`src/rtl/hamming_bank_port.sv`:
```
// hamming_bank_port: one port of a banked, SEC-DED protected RAM.
// Writes are Hamming-encoded (with optional error injection) and committed to one of
// four banks after WRITE_LATENCY-1 register stages. Reads register the stored codeword,
// decode and correct it combinationally, then pass the result through READ_LATENCY-1
// further stages with valid/sec/ded flags.
//
// Ports:
//   i_clka     clock, all logic on the rising edge
//   i_rstn     asynchronous active-low reset (clears pipelines, not the array)
//   i_en       request enable
//   i_we       1 = write, 0 = read
//   i_addr     [AW-1:AW-2] bank select, low bits word select
//   i_din      write data
//   i_inj      write error injection: 01 flip bit 3, 10 flip bits 3 and 5
//   o_dout     corrected read data, held between reads
//   o_valid    one-cycle pulse marking new o_dout
//   o_sec      single error corrected (qualified by o_valid)
//   o_ded      double error detected (qualified by o_valid)
//   o_sec_cnt  saturating count of corrected reads
module hamming_bank_port #(
  parameter int unsigned DATA_WIDTH    = 8,
  parameter int unsigned ADDRESS_DEPTH = 16,
  parameter int unsigned WRITE_LATENCY = 2,
  parameter int unsigned READ_LATENCY  = 2,
  localparam int unsigned AW = $clog2(4 * ADDRESS_DEPTH)
) (
  input  logic                  i_clka,
  input  logic                  i_rstn,
  input  logic                  i_en,
  input  logic                  i_we,
  input  logic [AW-1:0]         i_addr,
  input  logic [DATA_WIDTH-1:0] i_din,
  input  logic [1:0]            i_inj,
  output logic [DATA_WIDTH-1:0] o_dout,
  output logic                  o_valid,
  output logic                  o_sec,
  output logic                  o_ded,
  output logic [7:0]            o_sec_cnt
);

  // Smallest P with 2^P >= DATA_WIDTH + P + 1.
  function automatic int unsigned calc_p(input int unsigned dw);
    int unsigned p;
    p = 1;
    while ((32'd1 << p) < (dw + p + 1)) p++;
    return p;
  endfunction

  localparam int unsigned P  = calc_p(DATA_WIDTH);
  localparam int unsigned CW = DATA_WIDTH + P + 1;
  localparam int unsigned WW = AW - 2;

  typedef logic [CW-1:0] cw_t;

  // Data fills non-power-of-two positions 1..CW-1 in ascending order; parity bit 2^k
  // covers every position with bit k set; c[0] is the overall parity of c[CW-1:1].
  function automatic cw_t encode(input logic [DATA_WIDTH-1:0] d);
    cw_t         c;
    int unsigned j;
    logic        par;
    c = '0;
    j = 0;
    for (int unsigned p = 1; p < CW; p++) begin
      if ((p & (p - 1)) != 0) begin
        c[p] = d[j];
        j++;
      end
    end
    for (int unsigned k = 0; k < P; k++) begin
      par = 1'b0;
      for (int unsigned p = 1; p < CW; p++) begin
        if (((p >> k) & 1) != 0) par = par ^ c[p];
      end
      c[32'd1 << k] = par;
    end
    c[0] = ^c[CW-1:1];
    return c;
  endfunction

  function automatic logic [DATA_WIDTH-1:0] extract(input cw_t c);
    logic [DATA_WIDTH-1:0] d;
    int unsigned           j;
    d = '0;
    j = 0;
    for (int unsigned p = 1; p < CW; p++) begin
      if ((p & (p - 1)) != 0) begin
        d[j] = c[p];
        j++;
      end
    end
    return d;
  endfunction

  cw_t mem [4][ADDRESS_DEPTH];

  // ---------------------------------------------------------------------------
  // Write path
  // ---------------------------------------------------------------------------
  logic          wr_req;
  cw_t           inj_mask;
  cw_t           wr_cw;
  logic          commit_en;
  cw_t           commit_cw;
  logic [AW-1:0] commit_addr;

  assign wr_req = i_en & i_we;

  always_comb begin
    inj_mask = '0;
    case (i_inj)
      2'b01: inj_mask[3] = 1'b1;
      2'b10: begin
        inj_mask[3] = 1'b1;
        inj_mask[5] = 1'b1;
      end
      default: inj_mask = '0;
    endcase
  end

  assign wr_cw = encode(i_din) ^ inj_mask;

  if (WRITE_LATENCY > 1) begin : g_wpipe
    localparam int unsigned WS = WRITE_LATENCY - 1;
    logic          wv_q  [WS];
    cw_t           wcw_q [WS];
    logic [AW-1:0] wad_q [WS];

    always_ff @(posedge i_clka or negedge i_rstn) begin
      if (!i_rstn) begin
        for (int i = 0; i < int'(WS); i++) begin
          wv_q[i]  <= 1'b0;
          wcw_q[i] <= '0;
          wad_q[i] <= '0;
        end
      end else begin
        wv_q[0]  <= wr_req;
        wcw_q[0] <= wr_cw;
        wad_q[0] <= i_addr;
        for (int i = 1; i < int'(WS); i++) begin
          wv_q[i]  <= wv_q[i-1];
          wcw_q[i] <= wcw_q[i-1];
          wad_q[i] <= wad_q[i-1];
        end
      end
    end

    assign commit_en   = wv_q[WS-1];
    assign commit_cw   = wcw_q[WS-1];
    assign commit_addr = wad_q[WS-1];
  end else begin : g_wdirect
    assign commit_en   = wr_req;
    assign commit_cw   = wr_cw;
    assign commit_addr = i_addr;
  end

  // Array has no reset; contents survive i_rstn.
  always_ff @(posedge i_clka) begin
    if (commit_en) mem[commit_addr[AW-1:AW-2]][commit_addr[WW-1:0]] <= commit_cw;
  end

  // ---------------------------------------------------------------------------
  // Read path
  // ---------------------------------------------------------------------------
  logic                  rd_req;
  logic                  rd_v_q;
  cw_t                   rd_cw_q;
  logic [P-1:0]          syn;
  logic                  q_err;
  cw_t                   fixed_cw;
  logic [DATA_WIDTH-1:0] dec_data;
  logic                  dec_sec;
  logic                  dec_ded;

  assign rd_req = i_en & ~i_we;

  // rd_cw_q only loads on a read so the decoded word holds between reads.
  always_ff @(posedge i_clka or negedge i_rstn) begin
    if (!i_rstn) begin
      rd_v_q  <= 1'b0;
      rd_cw_q <= '0;
    end else begin
      rd_v_q <= rd_req;
      if (rd_req) rd_cw_q <= mem[i_addr[AW-1:AW-2]][i_addr[WW-1:0]];
    end
  end

  always_comb begin
    syn = '0;
    for (int unsigned p = 1; p < CW; p++) begin
      if (rd_cw_q[p]) syn = syn ^ P'(p);
    end
    q_err    = ^rd_cw_q;
    fixed_cw = rd_cw_q;
    // Odd overall parity: single error at position syn (syn == 0 means c[0]).
    if (q_err && (32'(syn) < CW)) fixed_cw[syn] = ~fixed_cw[syn];
    dec_data = extract(fixed_cw);
    dec_sec  = q_err;
    dec_ded  = ~q_err & (syn != '0);
  end

  if (READ_LATENCY > 1) begin : g_rpipe
    localparam int unsigned RS = READ_LATENCY - 1;
    logic                  ov_q   [RS];
    logic                  os_q   [RS];
    logic                  od_q   [RS];
    logic [DATA_WIDTH-1:0] odat_q [RS];

    always_ff @(posedge i_clka or negedge i_rstn) begin
      if (!i_rstn) begin
        for (int i = 0; i < int'(RS); i++) begin
          ov_q[i]   <= 1'b0;
          os_q[i]   <= 1'b0;
          od_q[i]   <= 1'b0;
          odat_q[i] <= '0;
        end
      end else begin
        ov_q[0] <= rd_v_q;
        os_q[0] <= rd_v_q & dec_sec;
        od_q[0] <= rd_v_q & dec_ded;
        if (rd_v_q) odat_q[0] <= dec_data;
        for (int i = 1; i < int'(RS); i++) begin
          ov_q[i] <= ov_q[i-1];
          os_q[i] <= os_q[i-1];
          od_q[i] <= od_q[i-1];
          if (ov_q[i-1]) odat_q[i] <= odat_q[i-1];
        end
      end
    end

    assign o_valid = ov_q[RS-1];
    assign o_sec   = os_q[RS-1];
    assign o_ded   = od_q[RS-1];
    assign o_dout  = odat_q[RS-1];
  end else begin : g_rdirect
    assign o_valid = rd_v_q;
    assign o_sec   = rd_v_q & dec_sec;
    assign o_ded   = rd_v_q & dec_ded;
    assign o_dout  = dec_data;
  end

  // ---------------------------------------------------------------------------
  // Corrected-read counter
  // ---------------------------------------------------------------------------
  logic [7:0] sec_cnt_q;

  always_ff @(posedge i_clka or negedge i_rstn) begin
    if (!i_rstn) begin
      sec_cnt_q <= 8'd0;
    end else if (o_valid && o_sec && (sec_cnt_q != 8'hFF)) begin
      sec_cnt_q <= sec_cnt_q + 8'd1;
    end
  end

  assign o_sec_cnt = sec_cnt_q;

endmodule
```
`config.mk`:
```
export PLATFORM = sky130hd
export DESIGN_NAME = hamming_bank_port
export DESIGN_NICKNAME = d
export VERILOG_FILES = /design/src/rtl/hamming_bank_port.sv
export SDC_FILE = /design/constraint.sdc
export NUM_CORES = 1
export LEC_CHECK = 0
export ABC_CLOCK_PERIOD_IN_PS = 2700
export BUFFER_PORTS_ARGS = -buffer_cell sky130_fd_sc_hd__buf_2
export CAP_MARGIN = 20
export CORE_ASPECT_RATIO = 0.5
export CORE_MARGIN = 4
export CORE_UTILIZATION = 43
export CTS_CLUSTER_DIAMETER = 150
export DETAILED_ROUTE_END_ITERATION = 6
export HOLD_SLACK_MARGIN = 0.02
export PLACE_DENSITY_LB_ADDON = 0.12
export SYNTH_ARGS = -nofsm -noshare
export SYNTH_HDL_FRONTEND = slang
export SYNTH_SLANG_ARGS = --single-unit
export TNS_END_PERCENT = 20
```
`constraint.sdc`:
```
create_clock -name i_clka -period 2.7 [get_ports i_clka]
set_clock_uncertainty 0.1 [all_clocks]
set_input_delay 0.27 -clock i_clka [delete_from_list [all_inputs] [get_ports i_clka]]
set_output_delay 0.27 -clock i_clka [all_outputs]
set_load 0.01 [all_outputs]
```
==> results.ini <==
[power_and_ir_drop]
p_leak_uw=0.0130
pwr_density_cell_nw_per_um2=750
vdd_drop_max_mv=0.515

[timing]
setup_violations=0
fin_crit_sh_pct=95.3
slew_headroom_pct=40.2
timing.final.hold_violations=0
rsz0062_at_grt=false
maxSlewViolCount=0
period_needed_ns=2.57
hold_slack_ns=0.0948
tightest_slew_ns=0.897
fmax_mhz=389

[setup_path]
crit_top_cell=buf_4
slowest_stage=dlygate4sd3_1
startpoint_type=input port
crit_path_max_fanout=12
rrSetupSlack_ns=0.18
reg2reg_depth=6
cp_num_buf_inv=4
cp_cell_sequence=dlygate4sd3_1 > buf_6 > buf_4 > mux4_2 > mux2i_1 > a22oi_2 > a32oi_2 > buf_4 > o31ai_1
cp-end-kind=flip-flop
cpPeakStageDelay_ns=0.55
r2r-start=rd_cw_q[3]$_DFFE_PN0P_
r2r_end=o_dout[6]$_DFFE_PN0P_
path_delay_family=buffers and inverters
critPathArrivalTime_ns=2.98
critical_path.startpoint=i_addr[4]
crit_type=in2reg
cp.required_ns=3.11

[grt]
grt_overflow=0
grt_pass1_vias=17400
grt_use_total_pct=20.2
grt_max_degree=65
antenna_found_initial=4
grt_pass1_wl_um=125000

[synth]
synth_top_area_cell=edfxtp_1
synth.area.top_cells=edfxtp_1, mux4_2, dfrtp_1, mux2i_1, nor2_1
synth-warning-count=0
yosys-top-cells-count=edfxtp_1, mux4_2, nor2_1
ys_types=48
synth_ff_type=edfxtp_1
syn_area_per_cell_um2=21.6
ys_seq_area_share_pct=76.2
synth_seq_cells=885
synth_nets=1622
synth_edf_count=832
synth_top_area_share_pct=72.4
yosysMostFrequentCell=edfxtp_1
synth-async-reset-ratio_pct=5.99
netlist_instances=1600
syn_area_um2=34500

[final_layout]
final_nets=1850
n_fill_cell=6349
finish.utilization_pct=50.2
regArea_um2=26300
syn2layout_area_growth_pct=15.6
drive_gt1_share_pct=30.7
multi_input_area_um2=7810

[clocking]
cts.sinks=885
root_buffer=clkbuf_16
h-tree-depth=3
worstSkewPairLatency_ns=0.67
clkSlewWorstSetupHoldPaths_ns=0.07
cts_tree=yes
cts_buffer_depth=3
cts_buffers=79

[routing]
drt_wl_total_um=85400
drt_iter0_markers=1848
drc=0
detail-route-antenna-nets=0
vias=16900
wl_per_cell_um=29.0
via_per_inst=5.75
first_pass_iters=5

[floorplan]
io_pins=39
rows=73
die_w_um=409
core_area_um2=79500
fp.dieH_um=208
initial_core_util_pct=43.4
die-area_um2=85100

[worst_hold_path]
hold-path-cell-count=2
hp-class=in2reg
min-delay-start=i_addr[2]
hold_end=commit_addr[2]$_DFF_PN0_

[place]
gp_congestion=0.856
dp_hpwl_um=53600
place.port_buffers=38

[job]
drv_cap=0

[run_status]
status=finished, final reports clean

==> report_power, final <==
group	internal (uW)	leakage, uW	switching [uW]
clock network	5720	0.00117	5010
logic	1290	0.00374	1820
registers	15600	0.00812	468
total	22600	0.0130	7290
==> timing repair <==
item | 4_1_cts | 5_1_grt
setup endpoints to repair | 0 | 1
setup buffers | 0 | 0
hold buffers | 19 | 0
hold endpoints to repair | 77 | 0
resized for setup | 0 | 2
==> how the worst max path moves through the flow <==
| stage | slack [ns] | to | cells after the start |
|---|---|---|---|
| floorplan | 0.38 | rd_cw_q[10]$_DFFE_PN0P_ | 8 |
| global placement | -0.13 | rd_cw_q[10]$_DFFE_PN0P_ | 8 |
| detailed placement | -0.13 | rd_cw_q[10]$_DFFE_PN0P_ | 8 |
| CTS | 0.004 | rd_cw_q[10]$_DFFE_PN0P_ | 9 |
| global route | 0.07 | o_dout[6]$_DFFE_PN0P_ | 6 |
| finish | 0.13 | rd_cw_q[10]$_DFFE_PN0P_ | 9 |
==> logic make-up after synthesis <==
kind of cell    count (synthesis)  synth area share (%)
fa+ha+maj                       2                0.0725
buf+inv                        91                  1.17
flops                         885                  76.2
compound gates                109                  2.27
simple gates                  177                  2.35
mux                           289                  16.4
xor+xnor                       47                  1.44
==> through the flow <==
stage / instance area [um2] / total power [uW] / cells / setup TNS [ns] / setup slack, ns
detailed placement: 37300 / 19500 / 2778 / -0.227 / -0.130
global route: 39900 / 31000 / 2940 / 0 / 0.0652
finish: 39900 / 29900 / 2941 / 0 / 0.128
CTS: 39900 / 30200 / 2940 / 0 / 0.00445
global placement: 37300 / 19400 / 2778 / -0.253 / -0.129
floorplan: 34500 / 18000 / 1600 / 0 / 0.382
==> sequential cells by signal, indices dropped and copies added, names as in the netlist <==
name	flops
o_valid	1
commit_addr	6
rd_v_q	1
commit_en	1
o_ded	1
o_sec_cnt	8
rd_cw_q	13
o_dout	8
mem	832
commit_cw	13
o_sec	1
==> area by class of cell <==
type | instances | share of cell area [%]
timing repair buffer | 232 | 5.06
clock inverter | 30 | 0.571
antenna | 1 | 0.00627
clock buffer | 113 | 5.43
multi-input combinational | 624 | 19.6
tap | 1050 | 3.29
inverter | 6 | 0.0565
sequential | 885 | 66.0
==> placed cells by master, fill, tap and decap left out, types with 7 or more instances in the layout <==
cell type / n
dfrtp_1: 40
clkinv_1: 9
clkbuf_8: 7
nand2b_1: 8
mux2i_1: 54
o31ai_1: 14
mux2_2: 14
buf_12: 24
xor2_1: 10
clkinv_2: 11
nand2_1: 45
clkbuf_16: 79
mux4_2: 221
a211oi_1: 14
a32oi_1: 12
buf_2: 35
nor2_1: 74
a21oi_1: 17
edfxtp_1: 832
o22ai_1: 16
clkbuf_1: 28
dfrtp_2: 13
buf_4: 151
dlygate4sd3_1: 19
nor2b_1: 18
nand3_1: 13
a22oi_1: 13
xnor2_1: 29
==> metal layers <==
layer | GRT usage (%) | part of all wire (%) | wire [um]
met3 | 3.78 | 6.7 | 5760
met1 | 29.7 | 44 | 37800
met2 | 31.5 | 47 | 40000
met4 | 5.28 | 2.0 | 1740
met5 | 0 | 0 | 0
No activity file was read; power rests on OpenSTA's default activity.
